<file path="src/rtl/riscv_ctrl_pkg.sv">
// Shared definitions for the RISC-V run controller: state encoding and default sizes
// that are also used by the core top level.
package riscv_ctrl_pkg;

  localparam int ADDR_W_DEF       = 10;
  localparam int DATA_W_DEF       = 32;
  localparam int CNT_W_DEF        = 32;
  localparam int MAX_CYCLES_DEF   = 1000000;
  localparam int DRAIN_CYCLES_DEF = 4;

  typedef logic [1:0] state_t;

  localparam state_t ST_IDLE  = 2'd0;
  localparam state_t ST_RUN   = 2'd1;
  localparam state_t ST_DRAIN = 2'd2;
  localparam state_t ST_DONE  = 2'd3;

  // The core owns the data-memory port (and is out of reset) only while running or draining.
  function automatic logic core_owns_mem(input state_t s);
    return (s == ST_RUN) || (s == ST_DRAIN);
  endfunction

endpackage

</file>
<file path="src/rtl/sat_counter.sv">
// Unsigned up-counter with synchronous clear and saturation at all-ones.
module sat_counter #(
  parameter int CNT_W = 32
) (
  input  logic             CLOCK_50,
  input  logic             rstn,
  input  logic             clr,
  input  logic             en,
  output logic [CNT_W-1:0] cnt
);

  logic [CNT_W-1:0] cnt_reg, cnt_next;

  always_comb begin
    cnt_next = cnt_reg;
    if (clr)
      cnt_next = '0;
    else if (en && (cnt_reg != '1))
      cnt_next = cnt_reg + CNT_W'(1);
  end

  always_ff @(posedge CLOCK_50 or negedge rstn) begin
    if (!rstn)
      cnt_reg <= '0;
    else
      cnt_reg <= cnt_next;
  end

  assign cnt = cnt_reg;

endmodule

</file>
<file path="src/rtl/riscv_run_ctrl.sv">
// Run controller for the pipelined core: sequences reset/run/drain/done and arbitrates the
// single data-memory port between the host loader and the core's MEM stage.
module riscv_run_ctrl
  import riscv_ctrl_pkg::*;
#(
  parameter int ADDR_W       = ADDR_W_DEF,
  parameter int DATA_W       = DATA_W_DEF,
  parameter int CNT_W        = CNT_W_DEF,
  parameter int MAX_CYCLES   = MAX_CYCLES_DEF,
  parameter int DRAIN_CYCLES = DRAIN_CYCLES_DEF
) (
  input  logic              CLOCK_50,
  input  logic              rstn,
  input  logic              start,
  input  logic              host_req,
  input  logic              host_we,
  input  logic [ADDR_W-1:0] host_addr,
  input  logic [DATA_W-1:0] host_wdata,
  output logic              host_gnt,
  output logic              host_rvalid,
  output logic [DATA_W-1:0] host_rdata,
  output logic              cpu_rstn,
  input  logic              cpu_done,
  input  logic [CNT_W-1:0]  cpu_instr_count,
  input  logic              cpu_mem_we,
  input  logic [ADDR_W-1:0] cpu_mem_addr,
  input  logic [DATA_W-1:0] cpu_mem_wdata,
  output logic [DATA_W-1:0] cpu_mem_rdata,
  output logic              mem_we,
  output logic [ADDR_W-1:0] mem_addr,
  output logic [DATA_W-1:0] mem_wdata,
  input  logic [DATA_W-1:0] mem_rdata,
  output logic              busy,
  output logic              run_done,
  output logic              timeout,
  output logic [CNT_W-1:0]  run_cycles,
  output logic [CNT_W-1:0]  run_instrs
);

  localparam logic [CNT_W-1:0] RUN_LAST   = CNT_W'(MAX_CYCLES - 1);
  localparam logic [CNT_W-1:0] DRAIN_LAST = CNT_W'(DRAIN_CYCLES - 1);
  localparam int CNT_RUN   = 0;
  localparam int CNT_DRAIN = 1;
  localparam int N_CNT     = 2;

  state_t state_reg, state_next;

  logic             start_ok;
  logic             to_done;
  logic             cpu_rstn_reg;
  logic             host_rvalid_reg;
  logic             timeout_reg;
  logic [CNT_W-1:0] run_instrs_reg;

  logic [N_CNT-1:0] cnt_clr;
  logic [N_CNT-1:0] cnt_en;
  logic [CNT_W-1:0] cnt_val [N_CNT];

  assign start_ok = start && !core_owns_mem(state_reg);
  assign to_done  = (state_next == ST_DONE) && (state_reg != ST_DONE);

  // Run counter restarts on every accepted start; drain counter is held at zero outside DRAIN.
  assign cnt_clr[CNT_RUN]   = start_ok;
  assign cnt_en[CNT_RUN]    = (state_reg == ST_RUN);
  assign cnt_clr[CNT_DRAIN] = (state_reg != ST_DRAIN);
  assign cnt_en[CNT_DRAIN]  = (state_reg == ST_DRAIN);

  generate
    for (genvar gi = 0; gi < N_CNT; gi++) begin : g_cnt
      sat_counter #(
        .CNT_W(CNT_W)
      ) u_cnt (
        .CLOCK_50(CLOCK_50),
        .rstn    (rstn),
        .clr     (cnt_clr[gi]),
        .en      (cnt_en[gi]),
        .cnt     (cnt_val[gi])
      );
    end
  endgenerate

  always_ff @(posedge CLOCK_50 or negedge rstn) begin
    if (!rstn)
      state_reg <= ST_IDLE;
    else
      state_reg <= state_next;
  end

  // cpu_done is tested before the cycle limit so a done flag on the last allowed cycle drains.
  always_comb begin
    state_next = state_reg;
    case (state_reg)
      ST_IDLE, ST_DONE: if (start) state_next = ST_RUN;
      ST_RUN: begin
        if (cpu_done)
          state_next = ST_DRAIN;
        else if (cnt_val[CNT_RUN] == RUN_LAST)
          state_next = ST_DONE;
      end
      ST_DRAIN: if (cnt_val[CNT_DRAIN] == DRAIN_LAST) state_next = ST_DONE;
      default: state_next = ST_IDLE;
    endcase
  end

  always_comb begin
    host_gnt  = 1'b0;
    mem_we    = 1'b0;
    mem_addr  = host_addr;
    mem_wdata = host_wdata;
    if (core_owns_mem(state_reg)) begin
      mem_we    = cpu_mem_we;
      mem_addr  = cpu_mem_addr;
      mem_wdata = cpu_mem_wdata;
    end else begin
      host_gnt = host_req;
      mem_we   = host_req & host_we;
    end
    // No grant or memory write may slip out while reset is asserted.
    if (!rstn) begin
      host_gnt = 1'b0;
      mem_we   = 1'b0;
    end
  end

  always_ff @(posedge CLOCK_50 or negedge rstn) begin
    if (!rstn) begin
      cpu_rstn_reg    <= 1'b0;
      host_rvalid_reg <= 1'b0;
      timeout_reg     <= 1'b0;
      run_instrs_reg  <= '0;
    end else begin
      cpu_rstn_reg    <= core_owns_mem(state_next);
      host_rvalid_reg <= host_gnt & ~host_we;
      if (start_ok) begin
        timeout_reg    <= 1'b0;
        run_instrs_reg <= '0;
      end else if (to_done) begin
        run_instrs_reg <= cpu_instr_count;
        if (state_reg == ST_RUN)
          timeout_reg <= 1'b1;
      end
    end
  end

  assign cpu_rstn      = cpu_rstn_reg;
  assign host_rvalid   = host_rvalid_reg;
  assign host_rdata    = mem_rdata;
  assign cpu_mem_rdata = mem_rdata;
  assign busy          = core_owns_mem(state_reg);
  assign run_done      = (state_reg == ST_DONE);
  assign timeout       = timeout_reg;
  assign run_cycles    = cnt_val[CNT_RUN];
  assign run_instrs    = run_instrs_reg;

endmodule
</file>
<file path="config.mk">
export PLATFORM = sky130hd
export DESIGN_NAME = riscv_run_ctrl
export DESIGN_NICKNAME = d
export VERILOG_FILES = /design/src/rtl/riscv_ctrl_pkg.sv /design/src/rtl/sat_counter.sv /design/src/rtl/riscv_run_ctrl.sv
export SDC_FILE = /design/constraint.sdc
export NUM_CORES = 1
export LEC_CHECK = 0
export ABC_AREA = 1
export CAP_MARGIN = 20
export CORE_MARGIN = 10
export CORE_UTILIZATION = 40
export CTS_CLUSTER_DIAMETER = 120
export CTS_CLUSTER_SIZE = 20
export DETAILED_ROUTE_END_ITERATION = 16
export PLACE_DENSITY = 0.84
export REMOVE_ABC_BUFFERS = 1
export SETUP_SLACK_MARGIN = 0.4
export SLEW_MARGIN = 20
export SYNTH_ARGS = -nofsm -noshare
export SYNTH_HDL_FRONTEND = slang
export SYNTH_SLANG_ARGS = --single-unit
</file>
<file path="constraint.sdc">
create_clock -name CLOCK_50 -period 3.55 [get_ports CLOCK_50]
set_clock_uncertainty 0.1 [all_clocks]
set_input_delay 0.71 -clock CLOCK_50 [delete_from_list [all_inputs] [get_ports CLOCK_50]]
set_output_delay 0.71 -clock CLOCK_50 [all_outputs]
set_load 0.02 [all_outputs]
</file>
==> results of run 1 <==
where the power goes:
part	internal [µW]	switching, µW
Clock	643	471
Sequential	1400	167
Combinational	1620	2570
cell type report:
cell class | instances | share of cell area (%)
multi-input combinational | 781 | 36.9
inverter | 114 | 4.60
clock buffer | 10 | 2.47
sequential | 101 | 26.1
timing repair inverter | 1 | 0.0517
clock inverter | 6 | 0.943
timing repair buffer | 246 | 25.9
tap | 229 | 2.96
timing repair:
action                                  CTS  global route
pin swaps                                 0             0
setup buffers                             0             0
endpoints found under the setup margin   45            48
cloned                                    0             2
gates resized for setup                  12            24
worst max-delay path: stages (launching register included):
cell and delay (ns):
sky130_fd_sc_hd__dfrtp_1 0.40, sky130_fd_sc_hd__inv_1 0.11, sky130_fd_sc_hd__ha_4 0.36, sky130_fd_sc_hd__buf_12 0.18, sky130_fd_sc_hd__nand2_1 0.06, sky130_fd_sc_hd__nand2_1 0.07
sky130_fd_sc_hd__clkdlybuf4s50_1 0.68
layer usage:
metal / global-route usage (%) / wire [µm] / vias to the layer above / part of all wire (%)
met5: 1.65 / 38 / - / 0.14
met4: 6.20 / 741 / 2 / 2.7
met3: 10.5 / 3140 / 38 / 12
met2: 34.9 / 12700 / 391 / 47
met1: 23.6 / 10400 / 3446 / 38
li1: - / - / 3668 / -
kinds of logic (layout without fill, tap and decap cells):
| family | after synthesis | count (layout) |
|---|---|---|
| flip-flops | 101 | 101 |
| adder cells (fa/ha/maj) | 6 | 6 |
| AO/OA/AOI/OAI | 81 | 81 |
| AND/OR/NAND/NOR | 686 | 686 |
| buffers and inverters | 241 | 377 |
| XOR/XNOR | 8 | 8 |
cell usage in the layout, fill, tap and decap left out, types with 4 or more instances in the layout:
cell / n
sky130_fd_sc_hd__inv_1: 110
sky130_fd_sc_hd__a21oi_1: 4
sky130_fd_sc_hd__xor2_1: 5
sky130_fd_sc_hd__o21ai_2: 15
sky130_fd_sc_hd__dlymetal6s2s_1: 19
sky130_fd_sc_hd__nand3_1: 118
sky130_fd_sc_hd__buf_4: 9
sky130_fd_sc_hd__clkdlybuf4s50_1: 207
sky130_fd_sc_hd__dfrtp_1: 101
sky130_fd_sc_hd__nor2_1: 125
sky130_fd_sc_hd__nand2_1: 378
sky130_fd_sc_hd__dlygate4sd2_1: 8
sky130_fd_sc_hd__nor3_1: 18
sky130_fd_sc_hd__clkbuf_16: 10
sky130_fd_sc_hd__o21ai_0: 56
sky130_fd_sc_hd__ha_1: 5
sky130_fd_sc_hd__nand4_1: 9
sky130_fd_sc_hd__nor2_2: 4
sky130_fd_sc_hd__o31ai_1: 4
sky130_fd_sc_hd__nand2_2: 21
stage by stage:
stage	setup WS, ns	total power (µW)	hold slack [ns]	setup TNS, ns
5_1_grt	0.423	7260	0.0867	0
3_5_place_dp	0.468	5730	0.399	0
6_report	0.505	6870	0.0908	0
4_1_cts	0.238	6840	0.0878	0
3_3_place_gp	0.523	5660	0.375	0
2_1_floorplan	-0.553	3630	0.314	-16.62
worst max path at each step:
stage	to	slack, ns	cells past startpoint
after floorplan	timeout$_DFFE_PN0P_	-0.55	9
after global placement	mem_we	0.52	7
after detailed placement	mem_we	0.47	7
after CTS	mem_we	0.24	7
after global routing	mem_wdata[3]	0.42	6
final	mem_wdata[12]	0.51	6
==> run summary, run 1 <==
The flow ran to the end, and the final reports show no timing, DRC or antenna violations. The number of cells on the worst reg-to-reg path is 14. Setup violations remaining at the end of the flow were counted as 0. The run gives 66 as the maximum number of pins on one net before global-route repair.

The smallest clock period supported by the final layout is computed as 3.04 ns. Sorting the synthesized cells by area gives the leading types as sky130_fd_sc_hd__dfrtp_1 (34%), sky130_fd_sc_hd__nand2_1 (19%), sky130_fd_sc_hd__buf_4 (9.7%), sky130_fd_sc_hd__nand3_1 (8.0%), sky130_fd_sc_hd__nor2_1 (6.3%). Max-cap violations in this run came to 0. Of all nets on the critical path, the largest fanout is 23.

The post-route core utilization is 53.5%. The boundary pin count is 332, and the area fraction of the dominant cell type after synthesis is 34.1%. Setup repair after global routing left no endpoint under its margin. The initial utilization of the core area, before any placement, comes to 41.0%. IR analysis of the VDD net gives a maximum drop of 0.000649 V. In the final layout, flip-flops and latches occupy 2530 µm². Buffers inserted during clock tree synthesis total 9. Yosys mapped the design onto 33 distinct sky130hd cell types. In this run the deepest clock path goes through 2 buffers. After Yosys synthesis, full adders, half adders and majority gates account for 1.01% of the synthesized area. STA classifies the critical path startpoint as a flip-flop. Once layout is complete, the cells apart from fillers number 1488. The placed instances occupy a cell area of 9250 µm².

The tools report the clock sink count as 101. Of all cell types, the one taking the most synthesized area is sky130_fd_sc_hd__dfrtp_1. The number of antenna diodes in the final layout is 0. The headroom to the max-slew limit is 49.5%. The number of flip-flops under the largest register name was 64.

After detailed routing, the total wire length is 27.0 mm. The first routing iteration left 470 violations. The total vias in the final route was 7545; the number of synthesized flops with an enable pin was 0. Endpoint type of the worst setup path: an output pin. The final count of pins violating max slew came out at 0. The initial antenna violation count was 0.

The share of the yosys chip area belonging to registers was 34.1%. The wire-length estimate of the detail-placed layout is 21.5 mm. Clock latency on the worst-skew pair, taken at its later pin, is 0.36 ns.

During placement, the flow inserted port buffers numbering 235. At the worst endpoint, the required time is 2.74 ns. Summing the areas of all xor and xnor instances in the mapped netlist gives 0.945% of the synthesized area. The first-pass GRT wire length is 40.6 mm, and the count of H-tree levels built during CTS is 3. TritonCTS built the clock tree. Setup slack of the most critical reg-to-reg path: 0.79 ns.

Of the cells placed in the final design, the portion with a size suffix greater than 1 is 6.83%. Share of the cycle needed by the critical path after routing: 85.8%. The cell count after synthesis came out at 1123. After detailed routing, the number of vias per cell comes to 5.07. After clock tree synthesis, the clock-pin slew on the worst setup and hold paths is 0.08 ns.

By area, the combinational part of the netlist is dominated by simple AND/OR/NAND/NOR gates. The register bit count reported by yosys works out to 101. The origin of the worst setup path was state_reg[0]$_DFF_PN0_.

The die covers 24400 µm². The height of the die came out at 156 µm. Of all flip-flops after synthesis, the portion carrying an async set or reset was 100%.

In this run the remaining antenna-violating nets after routing total 0. The most frequently used cell type in the post-synthesis netlist is sky130_fd_sc_hd__nand2_1. For the pin with the worst max-slew slack, the measured transition is 0.757 ns. For this run, the detailed router's first-pass iteration total came to 6. The final-stage net count is 1415, and the mean instance size in the synthesized netlist is 6.60 µm². The filler cells instantiated in the layout total 1723.

The critical path is of the flip-flop to output pin type. The tools report the area taken by multi-input logic gates as 3570 µm². Cell leakage power: 0.00468 µW. The worst reg2reg path endpoint is run_instrs[16]$_DFFE_PN0P_.

The number of global-route vias before repair is 7328. The cell count after placement came out at 1470. CTS placed an instance of sky130_fd_sc_hd__clkbuf_16 at the clock tree root. In this run, post-CTS hold repair placed 0 buffers. The number of remaining DRC errors is 0. The power density over cell area was 709 nW/µm²; the average routed wire per standard cell was 18.2 µm. The commonest cells after synthesis are sky130_fd_sc_hd__nand2_1 (380), sky130_fd_sc_hd__nor2_1 (125), sky130_fd_sc_hd__nand3_1 (118).

The type of the most critical hold path is input pin to asynchronous set/reset pin. During synthesis, Yosys emitted a total of 0 warnings. From synthesis to final layout, the design area changed by 30.6%.

Row generation in the floorplan step produced 49 rows. For the placeable core area, the log shows 18100 µm². Among all flip-flop cells after synthesis, the most frequent one is sky130_fd_sc_hd__dfrtp_1. The reg-to-reg startpoint is g_cnt[0].u_cnt.cnt[1]$_DFFE_PN0P_. For this run, the total global-route usage over all layers was measured as 21.2%. The final count of hold timing violations is 0. For the highest achievable clock rate, the log shows 0.328 GHz.

The final cell area excluding filler cells is 9680 µm². The logs give 2.23 ns for the arrival time at the worst endpoint and 0.952 for the final weighted congestion in routability-driven placement. The cell area that synthesis handed to floorplanning was 7410 µm². After synthesis, the share of cell area in mux cells is 0%. The compound-gate portion of the synthesized area was 6.47%; the post-synthesis simple-gate area fraction was 39.6%. In this run the horizontal extent of the chip is 156 µm. The tools report the remaining global-route overflow as 0.
No activity file was read; power rests on OpenSTA's default activity.
==> run 2: changes to the inputs <==
--- a/config.mk
+++ b/config.mk
@@ -15,7 +15,7 @@
 export PLACE_DENSITY = 0.84
 export REMOVE_ABC_BUFFERS = 1
 export SETUP_SLACK_MARGIN = 0.4
-export SLEW_MARGIN = 20
+export SLEW_MARGIN = 5
 export SYNTH_ARGS = -nofsm -noshare
 export SYNTH_HDL_FRONTEND = slang
 export SYNTH_SLANG_ARGS = --single-unit
==> results of run 2 <==
Final layout, timing and power as in run 1 (identical DEF).
==> run 3: changes to the inputs <==
--- a/config.mk
+++ b/config.mk
@@ -12,10 +12,10 @@
 export CTS_CLUSTER_DIAMETER = 120
 export CTS_CLUSTER_SIZE = 20
 export DETAILED_ROUTE_END_ITERATION = 16
-export PLACE_DENSITY = 0.84
+export PLACE_DENSITY = 0.77
 export REMOVE_ABC_BUFFERS = 1
 export SETUP_SLACK_MARGIN = 0.4
-export SLEW_MARGIN = 5
+export SLEW_MARGIN = 20
 export SYNTH_ARGS = -nofsm -noshare
 export SYNTH_HDL_FRONTEND = slang
 export SYNTH_SLANG_ARGS = --single-unit
==> run 3 against run 2 <==
Count of clock-buffer cells in the layout decreased by 1. Final cell count barely moved. Cell area fell by 1.1%. Hold slack lost 0.033 ns. Via count fell by 0.85%. Flip-flop and latch count did not move. Critical endpoint is now mem_wdata[27].
==> run summary, run 3 (synthesized netlist as in run 1, its figures left out) <==
The number of flip-flops under the largest register name was 64 (unchanged); the count of inserted antenna diode cells was 0 (unchanged). The most numerous cell type found on the critical path is sky130_fd_sc_hd__nand2_1. In this run the critical register-to-register path is captured at run_instrs[0]$_DFFE_PN0P_. Cell leakage power: 0.00461 µW (-1.5%). The logs give 0 (unchanged) for the remaining number of nets flagged by the antenna check after routing and 49 (unchanged) for the floorplan row count.

The final non-filler cell total was 1487 (-0.067%). The boundary pin count is 332 (unchanged), and the share of the cycle needed by the critical path after routing is 86.0% (+0.25 points). The reported max-cap violation count was 0 (unchanged). The highest achievable clock rate is 0.327 GHz (-0.29%).

For the violation count after the first detailed-route iteration, the log shows 548 (+17%). Average routed wire per standard cell: 17.7 µm (-2.5%). The shortest clock period the worst path allows after layout works out to 3.05 ns (+0.00899 ns). For the number of buffers created by CTS, the log shows 9 (unchanged). The remaining global-route overflow was 0 (unchanged); the first-pass GRT wire length was 40.0 mm (-1.4%). The run gives 41.0% (unchanged) as the initial cell density of the core. The total vias in the final route is 7481 (-0.85%). Final-stage net count: 1415 (unchanged). The share of cells above drive strength 1 was 6.68% (-0.15 points). The total area of sequential cells is 2530 µm² (unchanged), and the depth of the worst register-to-register path is 14 (unchanged). By startpoint and endpoint, the worst setup path is classified as flip-flop to output pin.

The logs give 0 ns (unchanged) for the post-route setup TNS and 26.3 mm (-2.6%) for the final wirelength. The x dimension of the die works out to 156 µm (unchanged). The worst hold path belongs to the class input pin to asynchronous set/reset pin. The setup slack of the most critical reg-to-reg path was 0.91 ns (+0.12 ns); the clock sink count was 101 (unchanged). The tools report the final cell area excluding filler cells as 9570 µm² (-1.1%).

The arrival time at the worst endpoint was 2.24 ns (about the same); the headroom to the max-slew limit was 50.6% (+1.1 points). The slew at the pin closest to its max-slew limit is 0.740 ns (-0.0165 ns). The tools report the cts-stage hold buffer count as 0 (unchanged). Endpoint type of the worst setup path: an output pin. The run finished with clean final reports.

For the initial antenna violation count, the log shows 0 (unchanged). The number of buffers added on ports is 235 (unchanged). For the placed standard-cell area, the log shows 9260 µm² (+0.14%). The detailed-routing iteration count for the pre-antenna-repair pass was 5 (-1); the area taken by multi-input logic gates was 3560 µm² (-0.35%). The final count of hold timing violations was 0 (unchanged). Most common cell after layout, fill and taps aside: sky130_fd_sc_hd__nand2_1.

The final count of pins violating max slew is 0 (unchanged). The placeable core area was 18100 µm² (unchanged). In the layout the commonest cells are sky130_fd_sc_hd__nand2_1 (379), sky130_fd_sc_hd__clkdlybuf4s50_1 (195), sky130_fd_sc_hd__nor2_1 (125), sky130_fd_sc_hd__nand3_1 (118), sky130_fd_sc_hd__inv_1 (110).

The biggest cell delay along the critical path was 0.61 ns (-0.07 ns); the final weighted congestion in routability-driven placement was 0.926 (-2.8%). For the setup violation total in the final timing report, the log shows 0 (unchanged). The biggest fanout along the worst timing path works out to 14 (-39%). The overall power consumption is 6510 µW (-5.2%), and the clock latency reported for the late side of the worst-skew pair is 0.36 ns (about the same). Signal routing reaches up to met4. The worst setup path is launched from a flip-flop. The maximum number of pins on one net before global-route repair was 79 (+20%).

The count of H-tree levels built during CTS was 3 (unchanged); the power density over cell area was 680 nW/µm² (-4.2%). The area enclosed by the die boundary was 24400 µm² (unchanged); the endpoint required time on the critical path was 2.74 ns (about the same). The routed length on met1 is 10.3 mm (-0.55%), and the pre-CTS setup slack is 0.547 ns (+0.0786 ns). TritonCTS built the clock tree.

For the number of remaining DRC errors, the log shows 0 (unchanged). The signal on the critical path passes through inv_1, ha_2, inv_4, buf_4, nand2_1, nand2_1, clkdlybuf4s50_1. The signed area change from the synthesized netlist to the final layout was 29.2%.

The global router's overall resource usage was 20.8% (-0.38 points). The met3 wire length is 3.03 mm (-3.5%), and the number of global-route vias before repair is 7477 (+2.0%). The worst-path cell with the longest stage delay is sky130_fd_sc_hd__clkdlybuf4s50_1. The via count normalized by instance count is 5.03 (-0.78%). For the final-layout fill cell count, the log shows 1770 (+2.7%).

The maximum VDD drop was 0.000557 V (-14%); the height of the die was 156 µm (unchanged). The cell sitting at the root of the clock tree is a sky130_fd_sc_hd__clkbuf_16. Cell count after placement: 1470 (unchanged). The reg-to-reg startpoint was g_cnt[0].u_cnt.cnt[1]$_DFFE_PN0P_. The CTS clock-pin slew for the worst setup and hold paths came out at 0.07 ns (about the same).

Setup repair after global routing left no endpoint under its margin. The HPWL reported at the end of detailed placement is 21.1 mm (-1.8%). For the buffer levels on the longest clock path, the log shows 2 (unchanged). The length of routed met2 wiring was 12.3 mm (-3.5%); the least setup slack across all paths after layout was 0.496 ns (-0.00899 ns).
run 3: power breakdown:
part,leakage (µW),switching [µW],internal (µW)
clock network,0.000133,477,480
logic,0.00309,2490,1500
registers,0.00139,166,1400
total,0.00461,3130,3380
run 3: layout make-up:
class	count	area share (%)
clock buffer	9	2.35
clock inverter	6	0.497
inverter	114	4.63
multi-input combinational	781	37.2
sequential	101	26.4
tap	229	2.99
timing repair buffer	247	25.9
run 3: repair_timing:
item	4_1_cts	5_1_grt
gates resized for setup	28	13
buffers inserted	1	0
cloned	0	1
setup endpoints to repair	32	18
run 3: worst max-delay path: cells and delay by family (launching register included):
| family | cells | cell delay (ns) |
|---|---|---|
| and+or+nand+nor | 2 | 0.12 |
| DFF | 1 | 0.42 |
| adders and majority gates | 1 | 0.34 |
| buffers and inverters | 4 | 1.01 |
run 3: stage by stage:
| stage | utilization [%] | hold slack (ns) |
|---|---|---|
| after CTS | 52.6 | 0.0471 |
| after global placement | 51.2 | 0.378 |
| final | 52.9 | 0.0578 |
| after floorplan | - | 0.314 |
| after global routing | 52.9 | 0.0419 |
| after detailed placement | 51.2 | 0.394 |
run 3: layer usage:
layer  up-vias  track usage (%)
li1       3681                -
met1      3400             23.5
met2       362             33.7
met3        38             9.40
met4         0             7.82
met5         -             1.65
run 3: how the worst max path moves through the flow:
stage,from,to,slack (ns),depth (start not counted)
6_report,state_reg[0]$_DFF_PN0_,mem_wdata[27],0.50,7
5_1_grt,state_reg[0]$_DFF_PN0_,mem_we,0.40,7
4_1_cts,state_reg[0]$_DFF_PN0_,mem_wdata[19],0.34,6
3_5_place_dp,state_reg[0]$_DFF_PN0_,mem_wdata[19],0.55,7
3_3_place_gp,host_req,mem_we,0.60,5
2_1_floorplan,state_reg[0]$_DFF_PN0_,timeout$_DFFE_PN0P_,-0.55,9
